===== config.mk =====
export PLATFORM = sky130hd
export DESIGN_NAME = num_flat
export DESIGN_NICKNAME = d
export VERILOG_FILES = /design/src/rtl/num_if.sv /design/src/rtl/num.sv /design/src/flat_wrapper.sv
export SDC_FILE = /design/constraint.sdc
export NUM_CORES = 1
export LEC_CHECK = 0
export ABC_AREA = 0
export BUFFER_PORTS_ARGS = -buffer_cell sky130_fd_sc_hd__buf_2
export CAP_MARGIN = 0
export CORE_MARGIN = 5
export CORE_UTILIZATION = 30
export DETAILED_ROUTE_END_ITERATION = 7
export GPL_ROUTABILITY_DRIVEN = 0
export GPL_TIMING_DRIVEN = 0
export PLACE_DENSITY = 0.55
export REMOVE_ABC_BUFFERS = 1
export SETUP_SLACK_MARGIN = 0.15
export SYNTH_ARGS = -nofsm -noshare
export SYNTH_HDL_FRONTEND = slang
export SYNTH_SLANG_ARGS = --single-unit

===== constraint.sdc =====
create_clock -name clk -period 9.2 [get_ports clk]
set_clock_uncertainty 0.1 [all_clocks]
set_input_delay 0 -clock clk [delete_from_list [all_inputs] [get_ports clk]]
set_output_delay 0 -clock clk [all_outputs]
set_load 0.005 [all_outputs]

===== src/rtl/num_if.sv =====
// num_if: start/operand request and stop/result completion signals of the NUM unit.
interface num_if;
  logic        start;
  logic [59:0] in;
  logic        stop;
  logic [29:0] out;
  logic        ovf;

  modport master (
    output start,
    output in,
    input  stop,
    input  out,
    input  ovf
  );

  modport slave (
    input  start,
    input  in,
    output stop,
    output out,
    output ovf
  );
endinterface


===== src/rtl/num.sv =====
// num: iterative MIX NUM. Folds ten 6-bit character bytes, most significant first,
// into a 30-bit binary magnitude. Each byte contributes its value mod 10.
// A sticky flag records whether the true value needed more than 30 bits.
module num (
  input logic clk,
  input logic reset,
  num_if.slave bus
);

  typedef enum logic [0:0] {StIdle, StRun} state_e;

  state_e      state_q, state_d;
  logic [3:0]  cnt_q, cnt_d;
  logic [59:0] sh_q, sh_d;
  logic [29:0] acc_q, acc_d;
  logic        ov_q, ov_d;
  logic        stop_q, stop_d;
  logic [29:0] out_q, out_d;
  logic        ovf_q, ovf_d;

  logic [3:0]  dig;
  logic [33:0] acc_w;
  logic [33:0] t;
  logic        last;
  logic        t_ovf;

  // One conversion step: t = acc*10 + digit of the leading byte, kept wide enough to see carry-out.
  always_comb begin
    dig   = 4'(sh_q[59:54] % 6'd10);
    acc_w = {4'd0, acc_q};
    t     = (acc_w << 3) + (acc_w << 1) + {30'd0, dig};
    t_ovf = |t[33:30];
    last  = (state_q == StRun) && (cnt_q == 4'd9);
  end

  // State and datapath registers; reset clears everything, including the visible result.
  always_ff @(posedge clk) begin
    if (reset) begin
      state_q <= StIdle;
      cnt_q   <= 4'd0;
      sh_q    <= 60'd0;
      acc_q   <= 30'd0;
      ov_q    <= 1'b0;
      stop_q  <= 1'b0;
      out_q   <= 30'd0;
      ovf_q   <= 1'b0;
    end else begin
      state_q <= state_d;
      cnt_q   <= cnt_d;
      sh_q    <= sh_d;
      acc_q   <= acc_d;
      ov_q    <= ov_d;
      stop_q  <= stop_d;
      out_q   <= out_d;
      ovf_q   <= ovf_d;
    end
  end

  // Next state: start always (re)launches a conversion, even over one in progress.
  always_comb begin
    state_d = state_q;
    if (bus.start) begin
      state_d = StRun;
    end else if (last) begin
      state_d = StIdle;
    end
  end

  // Datapath next values: load on start, otherwise one step per cycle while running.
  always_comb begin
    cnt_d = cnt_q;
    sh_d  = sh_q;
    acc_d = acc_q;
    ov_d  = ov_q;
    if (bus.start) begin
      cnt_d = 4'd0;
      sh_d  = bus.in;
      acc_d = 30'd0;
      ov_d  = 1'b0;
    end else if (state_q == StRun) begin
      cnt_d = last ? cnt_q : cnt_q + 4'd1;
      sh_d  = {sh_q[53:0], 6'd0};
      acc_d = t[29:0];
      ov_d  = ov_q | t_ovf;
    end
  end

  // Outputs: publish the result only on the final step, and only when not overridden by start.
  always_comb begin
    stop_d = last && !bus.start;
    out_d  = out_q;
    ovf_d  = ovf_q;
    if (stop_d) begin
      out_d = t[29:0];
      ovf_d = ov_q | t_ovf;
    end
  end

  assign bus.stop = stop_q;
  assign bus.out  = out_q;
  assign bus.ovf  = ovf_q;

endmodule

===== src/flat_wrapper.sv =====
// flat-port wrapper written by rule: the top's interface ports become plain ports
module num_flat 
  (clk, reset, bus_start, bus_in, bus_stop, bus_out, bus_ovf);
  num_if bus_i ();
  input logic clk;
  input logic reset;
  input wire logic [$bits(bus_i.start)-1:0] bus_start;
  input wire logic [$bits(bus_i.in)-1:0] bus_in;
  output wire logic [$bits(bus_i.stop)-1:0] bus_stop;
  output wire logic [$bits(bus_i.out)-1:0] bus_out;
  output wire logic [$bits(bus_i.ovf)-1:0] bus_ovf;
  assign bus_i.start = bus_start;
  assign bus_i.in = bus_in;
  assign bus_stop = bus_i.stop;
  assign bus_out = bus_i.out;
  assign bus_ovf = bus_i.ovf;
  num u_core (.clk(clk), .reset(reset), .bus(bus_i));
endmodule

==> summary.md <==
| Metric | Value |
|---|---|
| Status | `finished clean` |
| Final ANT Viol Nets | `0` |
| CP Launch Point | `u_core.sh_q[58]` |
| Worst EP arrival | `4.39 ns` |
| Multi-input gate area | `4430 sq um` |
| FF-to-FF Start | `u_core.sh_q[58]` |
| HP Start | `reset` |
| Int Pwr | `1.13 mW` |
| Total CTS buffers | `17` |
| Syn Std Cell Area | `7240 sq um` |
| Max_cap viols | `0` |
| CTS Sinks | `128` |
| R2R setup slack | `5.01 ns` |
| Core area | `23600 sq um` |
| Synth-to-Final Area Change | `30.3%` |
| Skew-Pair Late Insertion Delay | `0.42 ns` |
| RSZ-0062 raised after global routing | `false` |
| GRT Util Overall | `14.1%` |
| Final nets | `1148` |
| Vias | `6379` |
| WS Path Type | `register to register` |
| Reg2reg end | `u_core.ov_q` |
| Drt initial violations | `286` |
| Yosys reg bits | `128` |
| Fillers | `2383` |
| Post-detail-place hpwl | `12.4 mm` |
| Combinational power share | `9.1%` |
| Clock power frac | `51.1%` |
| Sw Pwr | `353 uW` |
| Register area share after synthesis | `35.4%` |
| Final worst-path cycle share | `45.5%` |
| Slew Limit Fails | `0` |
| Gr ovfl total | `0` |
| Final setup violation count | `0` |
| # rows | `56` |
| Tmin final | `4.19 ns` |
| Clock Tree Buf Depth | `2` |
| Clk slew on worst S/H paths | `0.06 ns` |
| Type of origin of the critical path | `register` |
| Die X | `165 microns` |
| Power per cell area | `157 nW/um^2` |
| Initial antenna violation count | `1` |
| Routed len/inst | `13.7 microns` |
| Die area | `27300 sq um` |
| Cts repair resizes | `0` |
| EDFF count, synth | `0` |
| Gate count of the mapped netlist | `881` |
| CTS tree | `built` |
| IO Pins | `95` |
| Data required time at the worst endpoint | `9.40 ns` |
| # placed instances | `1248` |
| H-tree depth | `4` |
| Least-Margin Pin Slew | `0.893 ns` |
| Fmax | `239 MHz` |
| First-pass GRT wire length | `31.5 mm` |
| Hold depth | `3` |
| Worst-case reg-to-reg path depth | `16` |
| Register Area | `2570 sq um` |
| Clock Root Buffer | `clkbuf_16` |
| Netlist cell types | `56` |
| Hold crit path type | `input port to register` |
| Number of vias per cell | `4.71` |
| Fin cells | `1355` |
| Net Sw Frac | `23.9%` |
| Mean area per synthesized cell | `8.22 sq um` |
| Final hold viol count | `0` |
| Hold buffer count at cts | `74` |
| CP endpoint kind | `register` |
| Layout cells sized above 1 | `14.7%` |
| DR DRC count | `0` |
| Primary FF master, synth | `dfxtp_1` |
| Port Buffer Count | `94` |
| Relative slew slack | `40.3%` |
| Worst IR drop on VDD | `0.106 mV` |
| Worst Hold End | `u_core.sh_q[17]` |
| Vias in the first global route | `6389` |
| Final Power | `1.48 mW` |
| Setup bufs post-CTS | `0` |
| Leak Pwr | `4.18 nW` |
| Final WL | `18.6 mm` |
| Async SR Flop Fraction | `0%` |
| Synthesis Warnings | `0` |
| Chip height | `165 microns` |
| Pre-antenna DRT Iters | `4` |
| Worst-path maximum fanout | `7` |
| Largest net degree at the start of global routing | `87` |
| Sequential share of power | `39.8%` |
| Starting Density | `30.7%` |
## power groups by stage
stage          clock network (mW)  registers [mW]  logic [mW]
2_1_floorplan                   0           0.601      0.0671
3_3_place_gp                    0           0.608       0.106
3_5_place_dp                    0           0.602       0.108
4_1_cts                     0.779           0.589       0.134
5_1_grt                     0.803           0.592       0.150
6_report                    0.757           0.589       0.135
## worst max-delay path: stages (launching register included)
cell	delay, ns
dfxtp_1	0.43
nor2b_1	0.36
nor3_1	0.08
a21oi_1	0.12
a21oi_1	0.08
a21o_1	0.18
ha_1	0.27
ha_1	0.20
fa_1	0.24
a21oi_1	0.10
o221a_2	0.28
o31ai_1	0.52
nand3_1	0.26
a21oi_1	0.37
o21ai_0	0.16
a21oi_1	0.21
a31oi_1	0.10
## worst max path at each step
stage                              end  cells after the start
global placement    u_core.bus.out[20]                      3
detailed placement         u_core.ov_q                     16
global route               u_core.ov_q                     15
floorplan           u_core.bus.out[27]                      3
finish                     u_core.ov_q                     16
CTS                        u_core.ov_q                     16
## synthesized netlist by cell type, types with 11 or more instances
cell | number | share of area [%]
mux2i_1 | 77 | 11
nand3_1 | 17 | 1.2
inv_1 | 16 | 0.83
ha_1 | 61 | 11
o21ai_0 | 27 | 1.9
nor2_1 | 165 | 8.6
nand2_1 | 73 | 3.8
xnor2_1 | 13 | 1.6
clkbuf_1 | 40 | 2.1
dfxtp_1 | 128 | 35
a21oi_1 | 121 | 8.4
xor2_1 | 11 | 1.3
## per-layer routing
metal	track usage, %	routed length (microns)	vias to the layer above
met4	3.82	161	0
met1	18.6	8860	2878
li1	-	-	3363
met5	0	0	-
met3	4.29	1070	15
met2	22.3	8500	123
## flip-flops by register name (all words and copies together) (netlist names)
register	flops
u_core.sh_q	60
u_core.acc_q	30
u_core.bus.out	30
u_core.cnt_q	4
u_core.bus.ovf	1
u_core.bus.stop	1
u_core.ov_q	1
u_core.state_q	1
## through the flow
stage | util, % | instance area (sq um) | hold WS (ns) | setup TNS (ns) | setup WS [ns]
after floorplan | - | 7040 | -0.0309 | 0 | 3.01
after global placement | 33.5 | 7910 | 0.127 | -0.478 | -0.443
after detailed placement | 34.0 | 8030 | 0.134 | 0 | 5.00
after CTS | 39.9 | 9430 | 0.0481 | 0 | 5.00
after global routing | 39.9 | 9430 | 0.0981 | 0 | 4.59
final | 39.9 | 9430 | 0.0648 | 0 | 5.01
## kinds of logic (layout without fill, tap and decap cells)
family / Yosys count / after routing / synth area share, %
other cells: 0 / 1 / 0
flops: 128 / 128 / 35.4
mux: 77 / 77 / 10.6
fa+ha+maj: 63 / 63 / 11.1
buf+inv: 68 / 222 / 3.61
xor+xnor: 24 / 24 / 2.90
simple gates: 318 / 318 / 19.7
compound gates: 203 / 203 / 16.7
## cell type report
class | instances | share of cell area [%]
flip-flops and latches | 128 | 27.2
diodes | 1 | 0.0265
well taps | 319 | 4.23
clock inverters | 15 | 2.47
inverters | 16 | 0.637
clock buffers | 17 | 4.51
repair buffers | 174 | 14.0
multi-input cells | 685 | 46.9
## placed cells by master, fill, tap and decap left out, types with 6 or more instances in the layout
cell / count
nand2_1: 73
a21oi_1: 121
nand2b_1: 9
dlygate4sd3_1: 74
nand3b_1: 10
buf_2: 92
a22oi_1: 7
nand4_1: 6
nor3_1: 6
nor2_1: 165
xor2_1: 11
nand3_1: 16
dfxtp_1: 127
ha_1: 61
o21ai_0: 27
xnor2_1: 13
clkbuf_16: 17
a211oi_1: 10
inv_1: 16
mux2i_1: 77
a21o_1: 7
Power figures use the tool's default switching activity.
